### config.mk
export PLATFORM = sky130hd
export DESIGN_NAME = mul_div_sequencer
export DESIGN_NICKNAME = d
export VERILOG_FILES = /design/src/rtl/mips_alu_pkg.sv /design/src/rtl/mul_div_step.sv /design/src/rtl/mul_div_sequencer.sv
export SDC_FILE = /design/constraint.sdc
export NUM_CORES = 1
export LEC_CHECK = 0
export CAP_MARGIN = 15
export CORE_MARGIN = 8
export CORE_UTILIZATION = 43
export CTS_CLUSTER_DIAMETER = 100
export DETAILED_ROUTE_END_ITERATION = 10
export GPL_TIMING_DRIVEN = 1
export HOLD_SLACK_MARGIN = 0.02
export PLACE_DENSITY = 0.86
export RECOVER_POWER = 100
export SETUP_SLACK_MARGIN = 0.05
export SYNTH_ARGS = -nofsm -noshare
export SYNTH_HDL_FRONTEND = slang
export SYNTH_SLANG_ARGS = --single-unit
### constraint.sdc
create_clock -name clk -period 3.2 [get_ports clk]
set_input_delay 0.48 -clock clk [delete_from_list [all_inputs] [get_ports clk]]
set_output_delay 0.48 -clock clk [all_outputs]
set_load 0.1 [all_outputs]
### src/rtl/mips_alu_pkg.sv
// +---------------------------------------------------------------------------+
// | Module   : mips_alu_pkg                                                   |
// | Purpose  : Shared ALU opcodes/selects, HI/LO op codes and the sequencer   |
// |            state encoding used by mul_div_sequencer and mul_div_step.     |
// | Revision : 1.0 - initial release                                          |
// +---------------------------------------------------------------------------+
`default_nettype none

package mips_alu_pkg;

    localparam logic [2:0] ALU_OP_ADD   = 3'b010;
    localparam logic [2:0] ALU_OP_SUB   = 3'b110;
    localparam logic [2:0] ALU_SEL_CORE = 3'b000;

    localparam logic MD_OP_MULTU = 1'b0;
    localparam logic MD_OP_DIVU  = 1'b1;

    typedef enum logic [1:0] {
        ST_IDLE = 2'd0,
        ST_RUN  = 2'd1,
        ST_DONE = 2'd2
    } md_state_e;

endpackage

`default_nettype wire

### src/rtl/mul_div_step.sv
// +---------------------------------------------------------------------------+
// | Module   : mul_div_step                                                   |
// | Purpose  : One bit of shift-add MULTU or restoring DIVU. Drives the       |
// |            shared ALU operands and forms next HI/LO from its result.      |
// |            DIVU datapath present only when MULDIV_DIVU_EN is defined.     |
// | Revision : 1.0 - initial release                                          |
// +---------------------------------------------------------------------------+
`default_nettype none

module mul_div_step
    import mips_alu_pkg::*;
#(
    parameter int WIDTH = 32
) (
`ifdef MULDIV_DIVU_EN
    input  logic             mode_i,
`endif
    input  logic [WIDTH-1:0] hi_i,
    input  logic [WIDTH-1:0] lo_i,
    input  logic [WIDTH-1:0] opnd_i,
    input  logic [WIDTH-1:0] alu_res_i,
    input  logic             alu_cout_i,
    output logic [WIDTH-1:0] hi_d_o,
    output logic [WIDTH-1:0] lo_d_o,
    output logic [WIDTH-1:0] alu_a_o,
    output logic [WIDTH-1:0] alu_b_o,
    output logic [2:0]       alu_op_o
);

`ifdef MULDIV_DIVU_EN
    // Partial remainder shifted left by one, pulling in the next dividend bit.
    logic [WIDTH-1:0] shifted;
    assign shifted = {hi_i[WIDTH-2:0], lo_i[WIDTH-1]};
`endif

    // Select ALU operands for the active mode and fold the ALU result into HI/LO.
    always_comb begin
        // MULTU: add multiplicand into HI when the current multiplier bit is set,
        // then shift the 65-bit {cout, sum, lo} right by one.
        alu_a_o  = hi_i;
        alu_b_o  = lo_i[0] ? opnd_i : '0;
        alu_op_o = ALU_OP_ADD;
        hi_d_o   = {alu_cout_i, alu_res_i[WIDTH-1:1]};
        lo_d_o   = {alu_res_i[0], lo_i[WIDTH-1:1]};
`ifdef MULDIV_DIVU_EN
        if (mode_i == MD_OP_DIVU) begin
            // Restoring step: a dropped HI MSB means the shifted value already
            // exceeds any 32-bit divisor, so the subtract is always taken.
            alu_a_o  = shifted;
            alu_b_o  = opnd_i;
            alu_op_o = ALU_OP_SUB;
            if (hi_i[WIDTH-1] | alu_cout_i) begin
                hi_d_o = alu_res_i;
                lo_d_o = {lo_i[WIDTH-2:0], 1'b1};
            end else begin
                hi_d_o = shifted;
                lo_d_o = {lo_i[WIDTH-2:0], 1'b0};
            end
        end
`endif
    end

endmodule

`default_nettype wire

### src/rtl/mul_div_sequencer.sv
// +---------------------------------------------------------------------------+
// | Module   : mul_div_sequencer                                              |
// | Purpose  : Multi-cycle HI/LO unit. Runs MULTU (and DIVU when the macro    |
// |            MULDIV_DIVU_EN is defined) one bit per cycle on the shared     |
// |            32-bit ALU. Without the macro, DIVU reports err with done.     |
// | Revision : 1.0 - initial release                                          |
// +---------------------------------------------------------------------------+
`default_nettype none

module mul_div_sequencer
    import mips_alu_pkg::*;
#(
    parameter int WIDTH  = 32,
    parameter int ITER_W = 6
) (
    input  logic             clk,
    input  logic             reset,
    input  logic             start,
    input  logic             md_op,
    input  logic [WIDTH-1:0] rs_val,
    input  logic [WIDTH-1:0] rt_val,
    output logic             busy,
    output logic             done,
    output logic             err,
    output logic [WIDTH-1:0] hi,
    output logic [WIDTH-1:0] lo,
    output logic [WIDTH-1:0] alu_a,
    output logic [WIDTH-1:0] alu_b,
    output logic [2:0]       alu_op,
    output logic [2:0]       alu_sel,
    input  logic [WIDTH-1:0] alu_res,
    input  logic             alu_cout
);

    localparam logic [ITER_W-1:0] LAST_ITER = ITER_W'(WIDTH - 1);

    md_state_e          state_q;
    logic [ITER_W-1:0]  count_q;
    logic [WIDTH-1:0]   hi_q;
    logic [WIDTH-1:0]   lo_q;
    logic [WIDTH-1:0]   opnd_q;
    logic               busy_q;
    logic               done_q;
    logic               err_q;
`ifdef MULDIV_DIVU_EN
    logic               mode_q;
`endif

    logic [WIDTH-1:0]   hi_d;
    logic [WIDTH-1:0]   lo_d;
    logic [WIDTH-1:0]   step_alu_a;
    logic [WIDTH-1:0]   step_alu_b;
    logic [2:0]         step_alu_op;

    mul_div_step #(
        .WIDTH      (WIDTH)
    ) u_step (
`ifdef MULDIV_DIVU_EN
        .mode_i     (mode_q),
`endif
        .hi_i       (hi_q),
        .lo_i       (lo_q),
        .opnd_i     (opnd_q),
        .alu_res_i  (alu_res),
        .alu_cout_i (alu_cout),
        .hi_d_o     (hi_d),
        .lo_d_o     (lo_d),
        .alu_a_o    (step_alu_a),
        .alu_b_o    (step_alu_b),
        .alu_op_o   (step_alu_op)
    );

    // Sequencer FSM: accept a start in IDLE, step WIDTH times, pulse done once.
    always_ff @(posedge clk) begin
        if (reset) begin
            state_q <= ST_IDLE;
            count_q <= '0;
            hi_q    <= '0;
            lo_q    <= '0;
            opnd_q  <= '0;
            busy_q  <= 1'b0;
            done_q  <= 1'b0;
            err_q   <= 1'b0;
`ifdef MULDIV_DIVU_EN
            mode_q  <= MD_OP_MULTU;
`endif
        end else begin
            done_q <= 1'b0;
            err_q  <= 1'b0;
            case (state_q)
                ST_IDLE: begin
                    if (start) begin
                        count_q <= '0;
                        busy_q  <= 1'b1;
                        if (md_op == MD_OP_MULTU) begin
                            opnd_q  <= rt_val;
                            hi_q    <= '0;
                            lo_q    <= rs_val;
                            state_q <= ST_RUN;
`ifdef MULDIV_DIVU_EN
                            mode_q  <= MD_OP_MULTU;
`endif
                        end else begin
`ifdef MULDIV_DIVU_EN
                            if (rt_val == '0) begin
                                // Divide-by-zero: fixed result, no iterations.
                                hi_q    <= rs_val;
                                lo_q    <= '1;
                                state_q <= ST_DONE;
                                done_q  <= 1'b1;
                                err_q   <= 1'b1;
                            end else begin
                                opnd_q  <= rt_val;
                                hi_q    <= '0;
                                lo_q    <= rs_val;
                                mode_q  <= MD_OP_DIVU;
                                state_q <= ST_RUN;
                            end
`else
                            // DIVU not built: report and leave HI/LO untouched.
                            state_q <= ST_DONE;
                            done_q  <= 1'b1;
                            err_q   <= 1'b1;
`endif
                        end
                    end
                end
                ST_RUN: begin
                    hi_q <= hi_d;
                    lo_q <= lo_d;
                    if (count_q == LAST_ITER) begin
                        state_q <= ST_DONE;
                        done_q  <= 1'b1;
                    end else begin
                        count_q <= count_q + 1'b1;
                    end
                end
                ST_DONE: begin
                    state_q <= ST_IDLE;
                    busy_q  <= 1'b0;
                end
                default: begin
                    state_q <= ST_IDLE;
                    busy_q  <= 1'b0;
                end
            endcase
        end
    end

    // The ALU is only borrowed while iterating; otherwise present an idle ADD 0+0.
    always_comb begin
        alu_a  = '0;
        alu_b  = '0;
        alu_op = ALU_OP_ADD;
        if (state_q == ST_RUN) begin
            alu_a  = step_alu_a;
            alu_b  = step_alu_b;
            alu_op = step_alu_op;
        end
    end

    assign alu_sel = ALU_SEL_CORE;
    assign busy    = busy_q;
    assign done    = done_q;
    assign err     = err_q;
    assign hi      = hi_q;
    assign lo      = lo_q;

endmodule

`default_nettype wire

======== Word-level counts from Yosys, hierarchy flattened ========
Index checks and enable logic that the tools add are counted.
word-level totals
  flip-flop bits (word level) ............. 107
  latch bits .............................. 0
  memory bits (writable) .................. 0
  ROM bits ................................ 0
  input bits .............................. 101
  output and inout port bits .............. 137
  word-level logic and storage cells ...... 48
  memories ................................ 0
cells by class
  add/sub/neg operators ................... 1
  multipliers ............................. 0
  div/mod/pow operators ................... 0
  magnitude comparators ................... 0
  eq/ne operators ......................... 6
  shift-type cells ........................ 0
  mux-type cells .......................... 22
  bitwise logic cells ..................... 3
  reduce and logical (&&, ||, !) cells .... 8
operator list
  operator             number
  $mux 32              7
  $pmux 32 s2          2
  $mux 6               2
  $pmux 6 s2           1
  $reduce_and 3->1     3
  $ne 2x2->1 const B   4
  $add 6x1->6 const B  1
  $eq 6x5->1 const B   1
  $mux 2               3
  $mux 1               4
  $pmux 1 s2           2
  $pmux 2 s2           1
  $reduce_and 2->1     2
  $not 1->1            3
  $eq 2x1->1 const B   1
  $logic_not 2->1      1
  $reduce_bool 2->1    1
  $reduce_or 2->1      1

======== Longest topological paths before layout ========
Gate-level depths: netlist of run 1.
  word-level depth ........................ 3
  depth in mapped cells ................... 7
  mapped depth without buffers ............ 4

======== By module ========
Synthesis of run 1 repeated with hierarchy kept, for this count alone.
unflattened totals
  cells, all modules ...................... 699
  area total of the unflattened synthesis .. 5,776.8 um2
by module, submodules not included
  module             instances  cells each  area an instance (um2)  seq. area each (um2)
  mul_div_sequencer  1          563         4,770.8                 2,142.1
  mul_div_step       1          136         1,006.0                 0.0

======== Worst setup path before layout of run 1 ========
OpenSTA, ideal clock, no wires.
  path type ............................... register to output
  from .................................... register lo_q[0], in the netlist lo[0]
  to ...................................... output port alu_b[10]
  arrival ................................. 2.074 ns
  required time ........................... 2.720 ns
  setup slack ............................. 0.646 ns
  stages on the path, launching flop included .. 3
  buffers on the path ..................... 1
  cells stage by stage .................... dfxtp_1 > clkbuf_1 > and3_1
on the way
  word-level cells in the longest chain between the ends .. 2
RTL lines
  what                    line                      RTL
  start, declared         mul_div_sequencer.sv:40   logic [WIDTH-1:0] lo_q;
  start signal, assigned  mul_div_sequencer.sv:98   lo_q <= rs_val;
  start signal, assigned  mul_div_sequencer.sv:130  lo_q <= lo_d;
  $mux 32                 mul_div_step.sv:41        alu_b_o = lo_i[0] ? opnd_i : '0;
  $mux 32                 mul_div_sequencer.sv:155  if (state_q == ST_RUN) begin
  end, declared           mul_div_sequencer.sv:28   output logic [WIDTH-1:0] alu_b,
Every way passes these cells.

======== Worst setup path in the final report of run 1 ========
  from .................................... register state_q[0]
  to ...................................... output port alu_b[27]
on the way
  word-level cells in the longest chain between the ends .. 2
RTL lines
  what                    line                      RTL
  start, declared         mul_div_sequencer.sv:37   md_state_e state_q;
  start signal, assigned  mul_div_sequencer.sv:76   state_q <= ST_IDLE;
  start signal, assigned  mul_div_sequencer.sv:99   state_q <= ST_RUN;
  start signal, assigned  mul_div_sequencer.sv:121  state_q <= ST_DONE;
  $eq 2x1->1              mul_div_sequencer.sv:155
  $mux 32                 mul_div_sequencer.sv:155
Every way passes these cells.

==> results.ini, run 1 <==
[outcome]
status = finished, violations left
violations = max-capacitance violations, max-slew violations

[sta]
relSlewSlack = -0.412
fin_skew_ps = 12.2
drv_slew = 141
finalCriticalPeriod_ps = 2810
max_freq_mhz = 356
setup_viol = 0
rsz0062_at_grt = false
tns_ps = 0
fin_crit_sh = 0.878
worst_pin_slew_ps = 2120
finalHoldViolations = 0

[finish]
nets = 865
num-fill-cells = 1003
area_growth_pct = 38.6
final_layout_size_suffix_gt1_frac = 0.116
antenna_cells = 0
multi_input_area_um2 = 2130
seq_area_um2 = 2140

[pwr]
leakagePower_nw = 2.62
p_switching_w = 0.00126
powerDensity_nw_per_um2 = 522
clockPowerShare = 0.259
swShare = 0.382
p_total_w = 0.00330
p_comb_frac = 0.292
seqPwrFrac = 0.449
p_int_w = 0.00204
vdd_drop_max_mv = 0.268

[routing]
dr.pass1.iters = 4
vias = 4622
wl_per_cell_um = 15.7
drt-initial-drc-count = 281
drc = 0
detail_route.vias_per_cell = 5.11
wl_um = 14100
antenna_left = 0

[setup_path]
worstPathArrival_ps = 2330
startpoint_type = flip-flop
critPathKind = reg -> out
cp.required_ps = 2720
r2r_cells = 5
crit_fanout = 69
end_kind = primary output

[global_route]
antenna_found_initial = 0
grt_max_degree = 108
grt_pass1_vias = 4472
grt_use_total = 0.192
gr-total-overflow = 0
grt_pass1_wl_um = 23000

[synth]
synth-main-ff-cell = dfxtp_1
ys_seq_area_frac = 0.469
yosys_warnings = 0
synth.distinct_cells = 35
synth_edf_count = 0
async_flop_share = 0
synth_top_area_cell = dfxtp_1
yosys_register_bits = 107
synthCells = 568
synth_top_area_frac = 0.469
synth.top_cells.by_count = nand2_1 (131), dfxtp_1 (107), nor2_1 (68), a21oi_1 (36), and3_1 (34)
netlist_area_um2 = 4560
syn_avg_cell_area_um2 = 8.04
synth.area.top_cells = dfxtp_1 (47%), nand2_1 (11%), a311oi_1 (6.1%)
synth.most_common_cell = nand2_1

[clocking]
cts_setup_buffers = 0
cts_max_level = 3
ctsRootBufferMaster = clkbuf_8
cts_repair_resize_count = 0
clk_latency_ps = 360
clk_pin_slew_ps = 100
cts_tree = done
cts_buffer_depth = 2
clock_sinks = 107
cts_buffers = 9
hold_buffers = 0

[floorplanning]
core_um2 = 10300
dieArea_um2 = 14200
io_pins = 238
rows = 37
die_x_um = 119
start_util = 0.442
die_h_um = 119

[placement]
port_buffers = 231
dp_hpwl_um = 10400
gp_congestion = 0.779

[hold_path]
hold_depth = 2
hp-class = reg -> reg

[flow_run]
cap_violations = 2

## power groups by stage
stage                     logic [W]  registers [W]  clock network [W]
final                      0.000964        0.00148           0.000854
after global routing        0.00102        0.00150           0.000931
after CTS                   0.00102        0.00148           0.000883
after detailed placement    0.00102        0.00151                  0
after global placement      0.00101        0.00151                  0
after floorplan            0.000324        0.00193                  0
## sequential cells by signal, indices dropped and copies added, names as in the netlist
| name | cells |
|---|---|
| busy | 1 |
| err | 1 |
| done | 1 |
| state_q | 2 |
| lo | 32 |
| opnd_q | 32 |
| hi | 32 |
| count_q | 6 |
## kinds of logic after synthesis
kind of cell | after synthesis | share of synthesized area
AOI/OAI and AO/OA | 114 | 0.176
adders and majority gates | 1 | 0.00274
other | 2 | 0.00165
DFF | 107 | 0.469
and+or+nand+nor | 284 | 0.280
buffers and inverters | 59 | 0.0680
muxes | 1 | 0.00219
## metal layers
layer  track usage  up-vias  share of wire
met5             0        -              0
met4        0.0474        0          0.012
met3        0.0557       13          0.077
met2         0.336      170           0.50
met1         0.224     2129           0.41
li1              -     2310              -
## layout by cell type, fill, tap and decap left out, types with 2 or more instances in the layout
| cell type | count |
|---|---|
| a211oi_1 | 3 |
| a21oi_1 | 36 |
| a22oi_1 | 32 |
| a311oi_1 | 32 |
| a31oi_1 | 3 |
| and2_1 | 33 |
| and3_1 | 34 |
| buf_4 | 18 |
| clkbuf_1 | 67 |
| clkbuf_2 | 52 |
| clkbuf_8 | 10 |
| clkdlybuf4s50_1 | 98 |
| conb_1 | 6 |
| dfxtp_1 | 107 |
| dlygate4sd3_1 | 3 |
| inv_6 | 2 |
| nand2_1 | 131 |
| nand3_1 | 4 |
| nor2_1 | 68 |
| nor2b_1 | 4 |
| nor3_1 | 2 |
| o21ai_0 | 2 |
| or3_1 | 2 |
## metrics by stage
step	instances	hold WS [ps]	util	instance area [um^2]	setup WS, ps
floorplan	572	432	-	4580	646
global placement	888	437	0.630	6510	772
detailed placement	888	443	0.630	6510	709
CTS	904	457	0.650	6720	529
global route	904	475	0.613	6330	190
finish	904	457	0.613	6330	389
## critical path: stages, from the launching register on
cell and delay (ps):
dfxtp_1 520, nor2b_1 220, buf_4 480, and3_1 250, clkbuf_2 470
## layout make-up
cell class | instances | area share
tap | 136 | 0.0269
timing repair buffer | 238 | 0.265
multi-input combinational | 406 | 0.336
sequential | 107 | 0.339
inverter | 1 | 0.000593
clock buffer | 11 | 0.0223
clock inverter | 5 | 0.0107
## path summary, 6_finish.rpt
check                               start                       to  slack [ps]
hold reg to reg   opnd_q[16]$_SDFFE_PP0P_  opnd_q[16]$_SDFFE_PP0P_         460
hold / removal    opnd_q[16]$_SDFFE_PP0P_  opnd_q[16]$_SDFFE_PP0P_         460
setup / recovery  state_q[0]$_SDFFE_PP0P_                alu_b[27]         390
setup reg to reg  state_q[0]$_SDFFE_PP0P_       lo[3]$_SDFFE_PP0P_         570
Power figures use the tool's default switching activity.
==> inputs of run 2 (changes only) <==
- GPL_ROUTABILITY_DRIVEN: not set -> 1
==> results of run 2 <==
No change in the layout: final DEF, timing and power equal those of run 1.
